$ cat config.mk
export PLATFORM = sky130hd
export DESIGN_NAME = sdram_cache_flat
export DESIGN_NICKNAME = d
export VERILOG_FILES = /design/src/rtl/sdram_cache_if.sv /design/src/rtl/sdram_cache.sv /design/src/flat_wrapper.sv
export SDC_FILE = /design/constraint.sdc
export NUM_CORES = 1
export LEC_CHECK = 0
export CORE_MARGIN = 2
export CORE_UTILIZATION = 35
export CTS_BUF_LIST = sky130_fd_sc_hd__clkbuf_4 sky130_fd_sc_hd__clkbuf_8 sky130_fd_sc_hd__clkbuf_16
export DETAILED_ROUTE_END_ITERATION = 10
export GPL_TIMING_DRIVEN = 0
export HOLD_SLACK_MARGIN = 0.12
export PLACE_DENSITY = 0.57
export SLEW_MARGIN = 5
export SYNTH_ARGS = -nofsm -noshare
export SYNTH_HDL_FRONTEND = slang
export SYNTH_SLANG_ARGS = --single-unit
$ cat constraint.sdc
create_clock -name clk -period 5.9 [get_ports clk]
set_input_delay 0.59 -clock clk [delete_from_list [all_inputs] [get_ports clk]]
set_output_delay 0.59 -clock clk [all_outputs]
set_load 0.02 [all_outputs]
$ cat src/rtl/sdram_cache_if.sv
// CPU-side request bus of sdram_cache.
// The master drives a request and holds it until busy drops.
interface sdram_cache_if;
  logic        enable;
  logic [31:0] address;
  logic [31:0] data_in;
  logic [3:0]  write_enable;
  logic [31:0] data_out;
  logic        data_out_ready;
  logic        busy;

  modport master (
    output enable, address, data_in, write_enable,
    input  data_out, data_out_ready, busy
  );

  modport slave (
    input  enable, address, data_in, write_enable,
    output data_out, data_out_ready, busy
  );
endinterface

$ cat src/rtl/sdram_cache.sv
// Direct-mapped write-back, write-allocate cache of 8-word lines in front of an SDRAM controller.
// Hits are served combinationally in Idle; misses evict (if dirty) and refill with 8-word bursts.
module sdram_cache #(
  parameter int LineIndexBitWidth  = 1,
  parameter int RamAddressBitWidth = 21,
  parameter int RamAddressingMode  = 2
) (
  input  logic         clk,
  input  logic         rst,
  sdram_cache_if.slave cpu,
  output logic         I_sdrc_cmd_en,
  output logic [2:0]   I_sdrc_cmd,
  output logic         I_sdrc_precharge_ctrl,
  output logic         I_sdram_power_down,
  output logic         I_sdram_selfrefresh,
  output logic [20:0]  I_sdrc_addr,
  output logic [3:0]   I_sdrc_dqm,
  output logic [31:0]  I_sdrc_data,
  output logic [7:0]   I_sdrc_data_len,
  input  logic [31:0]  O_sdrc_data,
  input  logic         O_sdrc_init_done,
  input  logic         O_sdrc_cmd_ack
);
  localparam int Lines = 1 << LineIndexBitWidth;
  localparam int TagW  = RamAddressBitWidth - 3 - LineIndexBitWidth;

  localparam logic [2:0] CMD_REFRESH = 3'b001;
  localparam logic [2:0] CMD_ACTIVE  = 3'b011;
  localparam logic [2:0] CMD_WRITE   = 3'b100;
  localparam logic [2:0] CMD_READ    = 3'b101;
  localparam logic [2:0] CMD_NOP     = 3'b111;

  typedef enum logic [2:0] {
    INIT          = 3'd0,
    INIT_REFRESH  = 3'd1,
    IDLE          = 3'd2,
    WB_ACTIVATE   = 3'd3,
    WB_WRITE      = 3'd4,
    FILL_ACTIVATE = 3'd5,
    FILL_READ     = 3'd6,
    FILL_DATA     = 3'd7
  } state_t;

  state_t state_r, state_n;
  logic [3:0]  cnt_r, cnt_n;
  logic        burst_r, burst_n;
  logic        cmd_en_r, cmd_en_n;
  logic [2:0]  cmd_r, cmd_n;
  logic [20:0] addr_r, addr_n;

  logic [Lines-1:0] valid_r;
  logic [Lines-1:0] dirty_r;
  logic [TagW-1:0]  tag_mem_r [Lines];
  logic [31:0]      data_mem_r [Lines*8];

  logic [RamAddressBitWidth-1:0] word_addr_s;
  logic [2:0]                    offset_s;
  logic [LineIndexBitWidth-1:0]  index_s;
  logic [TagW-1:0]               tag_s;
  logic [20:0]                   req_base_s;
  logic [20:0]                   victim_base_s;
  logic [2:0]                    fill_off_s;
  logic hit_s, is_write_s, victim_dirty_s, cpu_write_s;
  logic fill_we_s, fill_done_s, wb_done_s;

  assign word_addr_s    = RamAddressBitWidth'(cpu.address >> RamAddressingMode);
  assign offset_s       = word_addr_s[2:0];
  assign index_s        = word_addr_s[3 +: LineIndexBitWidth];
  assign tag_s          = word_addr_s[RamAddressBitWidth-1 : 3+LineIndexBitWidth];
  assign req_base_s     = 21'({tag_s, index_s, 3'b000});
  assign victim_base_s  = 21'({tag_mem_r[index_s], index_s, 3'b000});
  assign hit_s          = valid_r[index_s] && (tag_mem_r[index_s] == tag_s);
  assign is_write_s     = (cpu.write_enable != 4'b0000);
  assign victim_dirty_s = valid_r[index_s] && dirty_r[index_s];
  assign cpu_write_s    = (state_r == IDLE) && cpu.enable && hit_s && is_write_s;
  // Read data lands 4 cycles after the Read ack, so words arrive while cnt runs 3..10.
  assign fill_off_s     = 3'(cnt_r - 4'd3);

  assign cpu.data_out       = data_mem_r[{index_s, offset_s}];
  assign cpu.data_out_ready = (state_r == IDLE) && cpu.enable && hit_s && !is_write_s;
  assign cpu.busy           = !((state_r == IDLE) && (!cpu.enable || hit_s));

  assign I_sdrc_cmd_en         = cmd_en_r;
  assign I_sdrc_cmd            = cmd_r;
  assign I_sdrc_addr           = addr_r;
  assign I_sdrc_precharge_ctrl = 1'b1;
  assign I_sdram_power_down    = 1'b0;
  assign I_sdram_selfrefresh   = 1'b0;
  assign I_sdrc_dqm            = 4'b0000;
  assign I_sdrc_data_len       = 8'd7;
  assign I_sdrc_data = (state_r == WB_WRITE && burst_r) ? data_mem_r[{index_s, cnt_r[2:0]}] : 32'h0;

  // Next-state and command sequencing; a command's cmd_en is a single-cycle pulse.
  always_comb begin
    state_n     = state_r;
    cnt_n       = cnt_r;
    burst_n     = burst_r;
    cmd_en_n    = 1'b0;
    cmd_n       = cmd_r;
    addr_n      = addr_r;
    fill_we_s   = 1'b0;
    fill_done_s = 1'b0;
    wb_done_s   = 1'b0;
    case (state_r)
      INIT: begin
        if (O_sdrc_init_done) begin
          state_n  = INIT_REFRESH;
          cmd_en_n = 1'b1;
          cmd_n    = CMD_REFRESH;
        end else begin
          state_n = INIT;
        end
      end
      INIT_REFRESH: begin
        if (O_sdrc_cmd_ack) begin
          state_n = IDLE;
          cmd_n   = CMD_NOP;
        end else begin
          state_n = INIT_REFRESH;
        end
      end
      IDLE: begin
        if (cpu.enable && !hit_s) begin
          cmd_en_n = 1'b1;
          cmd_n    = CMD_ACTIVE;
          if (victim_dirty_s) begin
            state_n = WB_ACTIVATE;
            addr_n  = victim_base_s;
          end else begin
            state_n = FILL_ACTIVATE;
            addr_n  = req_base_s;
          end
        end else begin
          state_n = IDLE;
        end
      end
      WB_ACTIVATE: begin
        if (O_sdrc_cmd_ack) begin
          state_n  = WB_WRITE;
          cmd_en_n = 1'b1;
          cmd_n    = CMD_WRITE;
          burst_n  = 1'b0;
        end else begin
          state_n = WB_ACTIVATE;
        end
      end
      WB_WRITE: begin
        if (burst_r) begin
          cnt_n = cnt_r + 4'd1;
          if (cnt_r == 4'd7) begin
            burst_n   = 1'b0;
            wb_done_s = 1'b1;
            state_n   = FILL_ACTIVATE;
            cmd_en_n  = 1'b1;
            cmd_n     = CMD_ACTIVE;
            addr_n    = req_base_s;
          end else begin
            state_n = WB_WRITE;
          end
        end else if (O_sdrc_cmd_ack) begin
          burst_n = 1'b1;
          cnt_n   = 4'd0;
          cmd_n   = CMD_NOP;
        end else begin
          state_n = WB_WRITE;
        end
      end
      FILL_ACTIVATE: begin
        if (O_sdrc_cmd_ack) begin
          state_n  = FILL_READ;
          cmd_en_n = 1'b1;
          cmd_n    = CMD_READ;
        end else begin
          state_n = FILL_ACTIVATE;
        end
      end
      FILL_READ: begin
        if (O_sdrc_cmd_ack) begin
          state_n = FILL_DATA;
          cnt_n   = 4'd0;
          cmd_n   = CMD_NOP;
        end else begin
          state_n = FILL_READ;
        end
      end
      FILL_DATA: begin
        cnt_n = cnt_r + 4'd1;
        if (cnt_r >= 4'd3) begin
          fill_we_s = 1'b1;
        end else begin
          fill_we_s = 1'b0;
        end
        if (cnt_r == 4'd10) begin
          fill_done_s = 1'b1;
          state_n     = IDLE;
        end else begin
          state_n = FILL_DATA;
        end
      end
      default: state_n = INIT;
    endcase
  end

  // FSM and command registers; reset aborts any burst in flight.
  always_ff @(posedge clk or posedge rst) begin
    if (rst) begin
      state_r  <= INIT;
      cnt_r    <= 4'd0;
      burst_r  <= 1'b0;
      cmd_en_r <= 1'b0;
      cmd_r    <= CMD_NOP;
      addr_r   <= 21'd0;
    end else begin
      state_r  <= state_n;
      cnt_r    <= cnt_n;
      burst_r  <= burst_n;
      cmd_en_r <= cmd_en_n;
      cmd_r    <= cmd_n;
      addr_r   <= addr_n;
    end
  end

  // Line status bits.
  always_ff @(posedge clk or posedge rst) begin
    if (rst) begin
      valid_r <= {Lines{1'b0}};
      dirty_r <= {Lines{1'b0}};
    end else if (fill_done_s) begin
      valid_r[index_s] <= 1'b1;
      dirty_r[index_s] <= 1'b0;
    end else if (wb_done_s) begin
      dirty_r[index_s] <= 1'b0;
    end else if (cpu_write_s) begin
      dirty_r[index_s] <= 1'b1;
    end
  end

  // Tag and data storage, intentionally not reset.
  always_ff @(posedge clk) begin
    if (fill_we_s) begin
      data_mem_r[{index_s, fill_off_s}] <= O_sdrc_data;
    end else if (cpu_write_s) begin
      for (int b = 0; b < 4; b++) begin
        if (cpu.write_enable[b]) begin
          data_mem_r[{index_s, offset_s}][8*b +: 8] <= cpu.data_in[8*b +: 8];
        end
      end
    end
    if (fill_done_s) begin
      tag_mem_r[index_s] <= tag_s;
    end
  end
endmodule

$ cat src/flat_wrapper.sv
// flat-port wrapper written by rule: the top's interface ports become plain ports
module sdram_cache_flat 
#(
  parameter int LineIndexBitWidth  = 1,
  parameter int RamAddressBitWidth = 21,
  parameter int RamAddressingMode  = 2
)
  (clk, rst, I_sdrc_cmd_en, I_sdrc_cmd, I_sdrc_precharge_ctrl, I_sdram_power_down, I_sdram_selfrefresh, I_sdrc_addr, I_sdrc_dqm, I_sdrc_data, I_sdrc_data_len, O_sdrc_data, O_sdrc_init_done, O_sdrc_cmd_ack, cpu_enable, cpu_address, cpu_data_in, cpu_write_enable, cpu_data_out, cpu_data_out_ready, cpu_busy);
  sdram_cache_if cpu_i ();
  input  logic clk;
  input  logic rst;
  output logic I_sdrc_cmd_en;
  output logic [2:0] I_sdrc_cmd;
  output logic I_sdrc_precharge_ctrl;
  output logic I_sdram_power_down;
  output logic I_sdram_selfrefresh;
  output logic [20:0] I_sdrc_addr;
  output logic [3:0] I_sdrc_dqm;
  output logic [31:0] I_sdrc_data;
  output logic [7:0] I_sdrc_data_len;
  input  logic [31:0] O_sdrc_data;
  input  logic O_sdrc_init_done;
  input  logic O_sdrc_cmd_ack;
  input wire logic [$bits(cpu_i.enable)-1:0] cpu_enable;
  input wire logic [$bits(cpu_i.address)-1:0] cpu_address;
  input wire logic [$bits(cpu_i.data_in)-1:0] cpu_data_in;
  input wire logic [$bits(cpu_i.write_enable)-1:0] cpu_write_enable;
  output wire logic [$bits(cpu_i.data_out)-1:0] cpu_data_out;
  output wire logic [$bits(cpu_i.data_out_ready)-1:0] cpu_data_out_ready;
  output wire logic [$bits(cpu_i.busy)-1:0] cpu_busy;
  assign cpu_i.enable = cpu_enable;
  assign cpu_i.address = cpu_address;
  assign cpu_i.data_in = cpu_data_in;
  assign cpu_i.write_enable = cpu_write_enable;
  assign cpu_data_out = cpu_i.data_out;
  assign cpu_data_out_ready = cpu_i.data_out_ready;
  assign cpu_busy = cpu_i.busy;
  sdram_cache #(.LineIndexBitWidth(LineIndexBitWidth), .RamAddressBitWidth(RamAddressBitWidth), .RamAddressingMode(RamAddressingMode)) u_core (.clk(clk), .rst(rst), .cpu(cpu_i), .I_sdrc_cmd_en(I_sdrc_cmd_en), .I_sdrc_cmd(I_sdrc_cmd), .I_sdrc_precharge_ctrl(I_sdrc_precharge_ctrl), .I_sdram_power_down(I_sdram_power_down), .I_sdram_selfrefresh(I_sdram_selfrefresh), .I_sdrc_addr(I_sdrc_addr), .I_sdrc_dqm(I_sdrc_dqm), .I_sdrc_data(I_sdrc_data), .I_sdrc_data_len(I_sdrc_data_len), .O_sdrc_data(O_sdrc_data), .O_sdrc_init_done(O_sdrc_init_done), .O_sdrc_cmd_ack(O_sdrc_cmd_ack));
endmodule
==> results of run 1 <==
-- sequential cells by signal (all words and copies together), names as in the netlist, named ones only --
signal                flops
u_core.tag_mem_r         34
u_core.data_mem_r       512
u_core.state_r            3
u_core.I_sdrc_cmd_en      1
u_core.valid_r            2
u_core.I_sdrc_cmd         3
u_core.burst_r            1
u_core.cnt_r              4
u_core.I_sdrc_addr       18
-- cells in the mapped netlist (all sizes together) (2+ instances only) --
| cell type | instances | share of area (%) |
|---|---|---|
| edfxtp | 546 | 60 |
| mux4 | 320 | 26 |
| nor2 | 104 | 1.4 |
| clkbuf | 71 | 0.97 |
| mux2 | 53 | 2.2 |
| buf | 50 | 1.0 |
| and3 | 35 | 0.80 |
| dfrtp | 31 | 2.8 |
| a21oi | 30 | 0.55 |
| nand2 | 26 | 0.35 |
| mux2i | 25 | 0.91 |
| o21ai | 19 | 0.35 |
| xnor2 | 19 | 0.60 |
| nor3 | 10 | 0.18 |
| a41oi | 8 | 0.25 |
| nand3 | 8 | 0.15 |
| nor4 | 7 | 0.26 |
| inv | 6 | 0.082 |
| nand2b | 5 | 0.11 |
| and2 | 3 | 0.068 |
| dfstp | 3 | 0.29 |
| nor3b | 3 | 0.082 |
| o22ai | 3 | 0.068 |
| a31oi | 2 | 0.045 |
| conb | 2 | 0.027 |
| ha | 2 | 0.091 |
| nand3b | 2 | 0.055 |
| or2 | 2 | 0.045 |
| or3 | 2 | 0.045 |
| xor2 | 2 | 0.064 |
-- worst min-delay path by stage --
stage                                         to  slack, ns  cells past startpoint
after global placement     u_core.I_sdrc_addr[4]       0.49                      1
after CTS                  u_core.I_sdrc_addr[6]       0.49                      2
after detailed placement  u_core.I_sdrc_addr[16]       0.50                      1
after floorplan                u_core.valid_r[1]       0.47                      1
after global routing      u_core.I_sdrc_addr[16]       0.53                      1
final                      u_core.I_sdrc_addr[6]       0.47                      2
-- where the power goes --
group / switching [mW] / internal (mW)
Sequential: 0.100 / 4.69
Combinational: 2.16 / 1.79
Clock: 1.64 / 2.43
Total: 3.90 / 8.91
-- logic make-up after synthesis --
logic type               after synthesis  synth area share, %
AO/OA/AOI/OAI                         73                 1.58
XOR/XNOR                              21                0.668
adder cells (fa/ha/maj)                2               0.0909
buffers and inverters                128                 2.09
flip-flops                           580                 62.6
multiplexers                         398                 29.2
other                                  2               0.0273
AND/OR/NAND/NOR                      210                 3.65
-- area by class of cell --
type / count / area [um2] / share of cell area (%)
Tap cell: 1040 / 1300 / 3.96
Sequential cell: 580 / 17300 / 52.5
Timing Repair Buffer: 180 / 1810 / 5.51
Inverter: 7 / 26.3 / 0.0800
Multi-Input combinational cell: 722 / 9780 / 29.8
Clock buffer: 83 / 1840 / 5.61
Buffer: 121 / 552 / 1.68
Clock inverter: 33 / 298 / 0.906
-- worst max-delay path, delay by kind of cell --
kind     cells  cell delay [ns]
buf+inv      4             2.83
mux          2             1.18
-- metrics by stage --
step / setup slack (ns) / util [%] / power [mW] / cell area (um2) / hold WS, ns
4_1_cts: 0.628 / 42.3 / 12.9 / 32900 / 0.492
6_report: 0.687 / 42.3 / 12.8 / 32900 / 0.471
2_1_floorplan: 2.36 / - / 7.29 / 27600 / 0.472
5_1_grt: 0.461 / 42.3 / 13.2 / 32900 / 0.530
3_3_place_gp: 0.726 / 39.5 / 8.78 / 30700 / 0.490
3_5_place_dp: 0.640 / 39.5 / 8.83 / 30700 / 0.503
-- metal layers --
metal	global-route usage, %	part of all wire, %	wire (um)	vias up
met5	0	0	0	-
met4	5.93	2.4	1880	0
met3	3.96	7.5	5950	111
met2	33.3	50	39800	671
met1	25.5	40	31700	8342
li1	-	-	-	6489
==> results.cfg, run 1 <==
[run_status]
outcome = finished, final reports clean

[critical_path]
critPathLaunch = cpu_address[2]
cp-endpoint = cpu_data_out[28]
worstPathMaxFanout = 10
path_class = primary input to output port
start_kind = primary input
cp.arrival_ns = 4.62
critPathRequiredTime_ns = 5.31
rrSetupSlack_ns = 1.40
regToRegStartpoint = u_core.tag_mem_r[1][15]
crit_chain = clkbuf_1, clkbuf_1, buf_1, mux4_2, mux4_2, clkdlybuf4s50_1
cp-end-kind = output port
cp_slowest_cell = buf_1
r2r_cells = 8
slowest_delay_ns = 0.96
timing.rr.end = u_core.data_mem_r[10][11]

[clocking]
cts_resized = 0
path_clk_slew_ns = 0.06
cts_buffers = 66
root_buffer = clkbuf_16
holdBufCountCts = 0
h-tree-depth = 3
clkSinkCount = 580
cts_setup_buffers = 0
clk_path_buf_depth = 3
clock_latency_ns = 0.60
cts_tree = built

[power_and_ir_drop]
power_density_nw_per_um2 = 390
ir_worst_vdd_v = 0.000208
leakagePower_nw = 10.3

[sta]
worstMarginPinSlew_ns = 1.40
slew_viol_final = 0
fin_crit_sh_pct = 88.4
grt_setup_unrepaired = no
setup_tns_ns = 0
hold_viol = 0
fin_crit_ns = 5.21
fmax_mhz = 192
setup_viol = 0
relSlewSlack_pct = 6.28
skew_ns = 0.0246

[cells_and_area]
drive_gt1_share_pct = 30.2
fillerInstances = 6793
final_common_cell = edfxtp_1
nets = 1785
area_delta_synth_final_pct = 19.3
final_cells = 2766
layout_common_cells = edfxtp_1, mux4_2, clkdlybuf4s50_1, nor2_1, clkbuf_1
antenna_cells = 0

[placement]
dp_hpwl_um = 55800
gp_congestion = 0.850
numPortBuffers = 178
place_inst = 2650

[floorplan]
rows = 102
ios = 211
core-area_um2 = 77700
die_w_um = 284
die_h_um = 284
dieArea_um2 = 80900
initial_core_util_pct = 35.4

[route]
dr_total_vias = 15600
drtAntennaViolNets = 0
vias_per_cell = 5.64
dr.pass1.iters = 5
drt-total-wl_um = 79400
first_iter_violations = 1447
remaining_drc_errors = 0
post_drt_wl_per_cell_um = 28.7

[min_path]
hold_path_class = primary input to asynchronous set/reset pin

[global_routing]
first_global_vias = 16500
antenna_found_initial = 1
grt_pass1_wl_um = 114000
grt_max_degree = 35
overflow = 0
track_usage_pct = 19.6

[yosys]
synthesis.instances = 1414
yosysSeqAreaShare_pct = 62.6
ys_ff_latch = 580
synth-edff-count = 546
syn_area_um2 = 27500
yosysWarnings = 0
async_flop_share_pct = 5.86
syn_area_per_cell_um2 = 19.5
ys.flop_type = edfxtp_1
ys_types = 52

[flow_run]
cap_violations = 0
No activity file was read; power rests on OpenSTA's default activity.
==> run 2: changes to the inputs <==
--- a/config.mk
+++ b/config.mk
@@ -5,6 +5,7 @@
 export SDC_FILE = /design/constraint.sdc
 export NUM_CORES = 1
 export LEC_CHECK = 0
+export CAP_MARGIN = 20
 export CORE_MARGIN = 2
 export CORE_UTILIZATION = 35
 export CTS_BUF_LIST = sky130_fd_sc_hd__clkbuf_4 sky130_fd_sc_hd__clkbuf_8 sky130_fd_sc_hd__clkbuf_16
==> results.cfg, run 2 (synthesized netlist as in run 1, its figures left out) <==
[placement]
gp_congestion = 0.850
dp_hpwl_um = 57600
dp_slack_ns = 0.606
numPortBuffers = 178

[global_routing]
first_global_vias = 16600
grt_pass1_wl_um = 114000
track_usage_pct = 19.6
grt_max_degree = 35
overflow = 0
antenna_found_initial = 0

[clocking]
cts_tree = built
root_buffer = clkbuf_16
path_clk_slew_ns = 0.06
clkSinkCount = 580
holdBufCountCts = 0
cts_resized = 0
cts_setup_buffers = 0
h-tree-depth = 3
clk_path_buf_depth = 3
cts_buffers = 66
clock_latency_ns = 0.61

[power_and_ir_drop]
power_switching_mw = 3.96
pwr-share-comb_pct = 31.3
ir_worst_vdd_v = 0.000210
netSwitchingFraction_pct = 30.4
p_seq_share_pct = 36.8
intPower_mw = 9.05
leakagePower_nw = 10.6
clkPwrFrac_pct = 31.9
power_density_nw_per_um2 = 389

[sta]
slew_viol_final = 0
hold_viol = 0
fin_ws_ns = 0.906
fin_crit_ns = 4.99
skew_ns = 0.0197
relSlewSlack_pct = 20.3
fin_crit_sh_pct = 84.6
fmax_mhz = 200
setup_viol = 0
worstMarginPinSlew_ns = 1.16
grt_setup_unrepaired = no
setup_tns_ns = 0

[cells_and_area]
layout_common_cells = edfxtp_1, mux4_2, clkdlybuf4s50_1, nor2_1, clkbuf_1
nets = 1829
area_delta_synth_final_pct = 21.4
final_common_cell = edfxtp_1
largest_register_ff_count = 512
top_register = u_core.data_mem_r
drive_gt1_share_pct = 32.2
antenna_cells = 0
fillerInstances = 6788

[route]
dr_total_vias = 15800
wl_met3_um = 6280
vias_per_cell = 5.63
top_layer = met4
remaining_drc_errors = 0
drtAntennaViolNets = 0
dr.pass1.iters = 5
drt-total-wl_um = 79300
post_drt_wl_per_cell_um = 28.2
first_iter_violations = 1710
drt-met1-wl_um = 31200
wl_met2_um = 39800

[critical_path]
cp-end-kind = output port
path_class = flip-flop to output port
crit_family = buffers and inverters
critPathBufInv = 4
critPathMostFrequentCell = clkbuf_1
start_kind = flip-flop
worstPathMaxFanout = 10
slowest_delay_ns = 0.82
crit_chain = clkbuf_1, clkbuf_1, clkbuf_1, mux4_2, mux4_2, and3_1, clkdlybuf4s50_1
critPathRequiredTime_ns = 5.31
cp_slowest_cell = clkbuf_1
cp.arrival_ns = 4.40

[floorplan]
die_h_um = 284
dieArea_um2 = 80900
die_w_um = 284
core-area_um2 = 77700
initial_core_util_pct = 35.4
ios = 211
rows = 102

[flow_run]
cap_violations = 0

[run_status]
outcome = finished, final reports clean

[min_path]
hold_path_class = primary input to asynchronous set/reset pin
run 2: cell count changes in the layout (fill, tap and decap cells not counted), sizes merged:
cell      before  now
buf           51   95
clkinv        26   21
clkinvlp       1    0
clkbuf       155  161
run 2: final timing paths:
check / start / slack [ns] / cells past startpoint / end
min reg2reg: u_core.I_sdrc_addr[4] / 0.51 / 1 / u_core.I_sdrc_addr[4]
max in group asynchronous: rst / 4.91 / 2 / u_core.valid_r[1]
min: rst / 0.47 / 2 / u_core.I_sdrc_addr[4]
min in group clk: u_core.I_sdrc_addr[4] / 0.51 / 1 / u_core.I_sdrc_addr[4]
max: u_core.cnt_r[1] / 0.91 / 7 / I_sdrc_data[15]
max reg2reg: u_core.tag_mem_r[0][15] / 1.40 / 8 / u_core.data_mem_r[15][19]
run 2: cell type report:
class | instances | area (um2) | area share, %
sequential | 580 | 17300 | 51.6
timing repair buffer | 224 | 2330 | 6.99
buffer | 121 | 551 | 1.65
clock buffer | 89 | 1880 | 5.64
tap | 1040 | 1300 | 3.89
clock inverter | 27 | 295 | 0.884
inverter | 7 | 26.3 | 0.0786
multi-input combinational | 722 | 9780 | 29.3
run 2: worst reg2reg max path: cells and delay by family (launching register included):
| family | cells | cell delay [ns] |
|---|---|---|
| multiplexers | 2 | 1.17 |
| XOR/XNOR | 1 | 0.14 |
| AND/OR/NAND/NOR | 4 | 2.12 |
| buffers and inverters | 1 | 0.31 |
| flip-flops | 1 | 0.37 |
run 2: stage by stage:
stage	area (um2)	hold slack, ns	utilization, %	power, mW	cells
floorplan	27600	0.472	-	7.29	1430
global placement	30700	0.490	39.5	8.78	2648
detailed placement	31000	0.503	39.9	8.91	2674
CTS	33200	0.491	42.7	13.0	2790
global route	33400	0.529	43.0	13.4	2810
finish	33400	0.472	43.0	13.0	2810
run 2: power groups by stage:
stage                     sequential [mW]  clock, mW  combinational [mW]
after global placement               4.86          0                3.91
after floorplan                      4.93          0                2.35
final                                4.79       4.15                4.08
after global routing                 4.81       4.36                4.28
after CTS                            4.79       4.21                4.04
after detailed placement             4.88          0                4.03
run 2: per-layer routing:
layer / up-vias / GRT usage [%]
li1: 6571 / -
met1: 8434 / 25.6
met2: 696 / 32.6
met3: 119 / 4.17
met4: 0 / 6.62
met5: - / 0
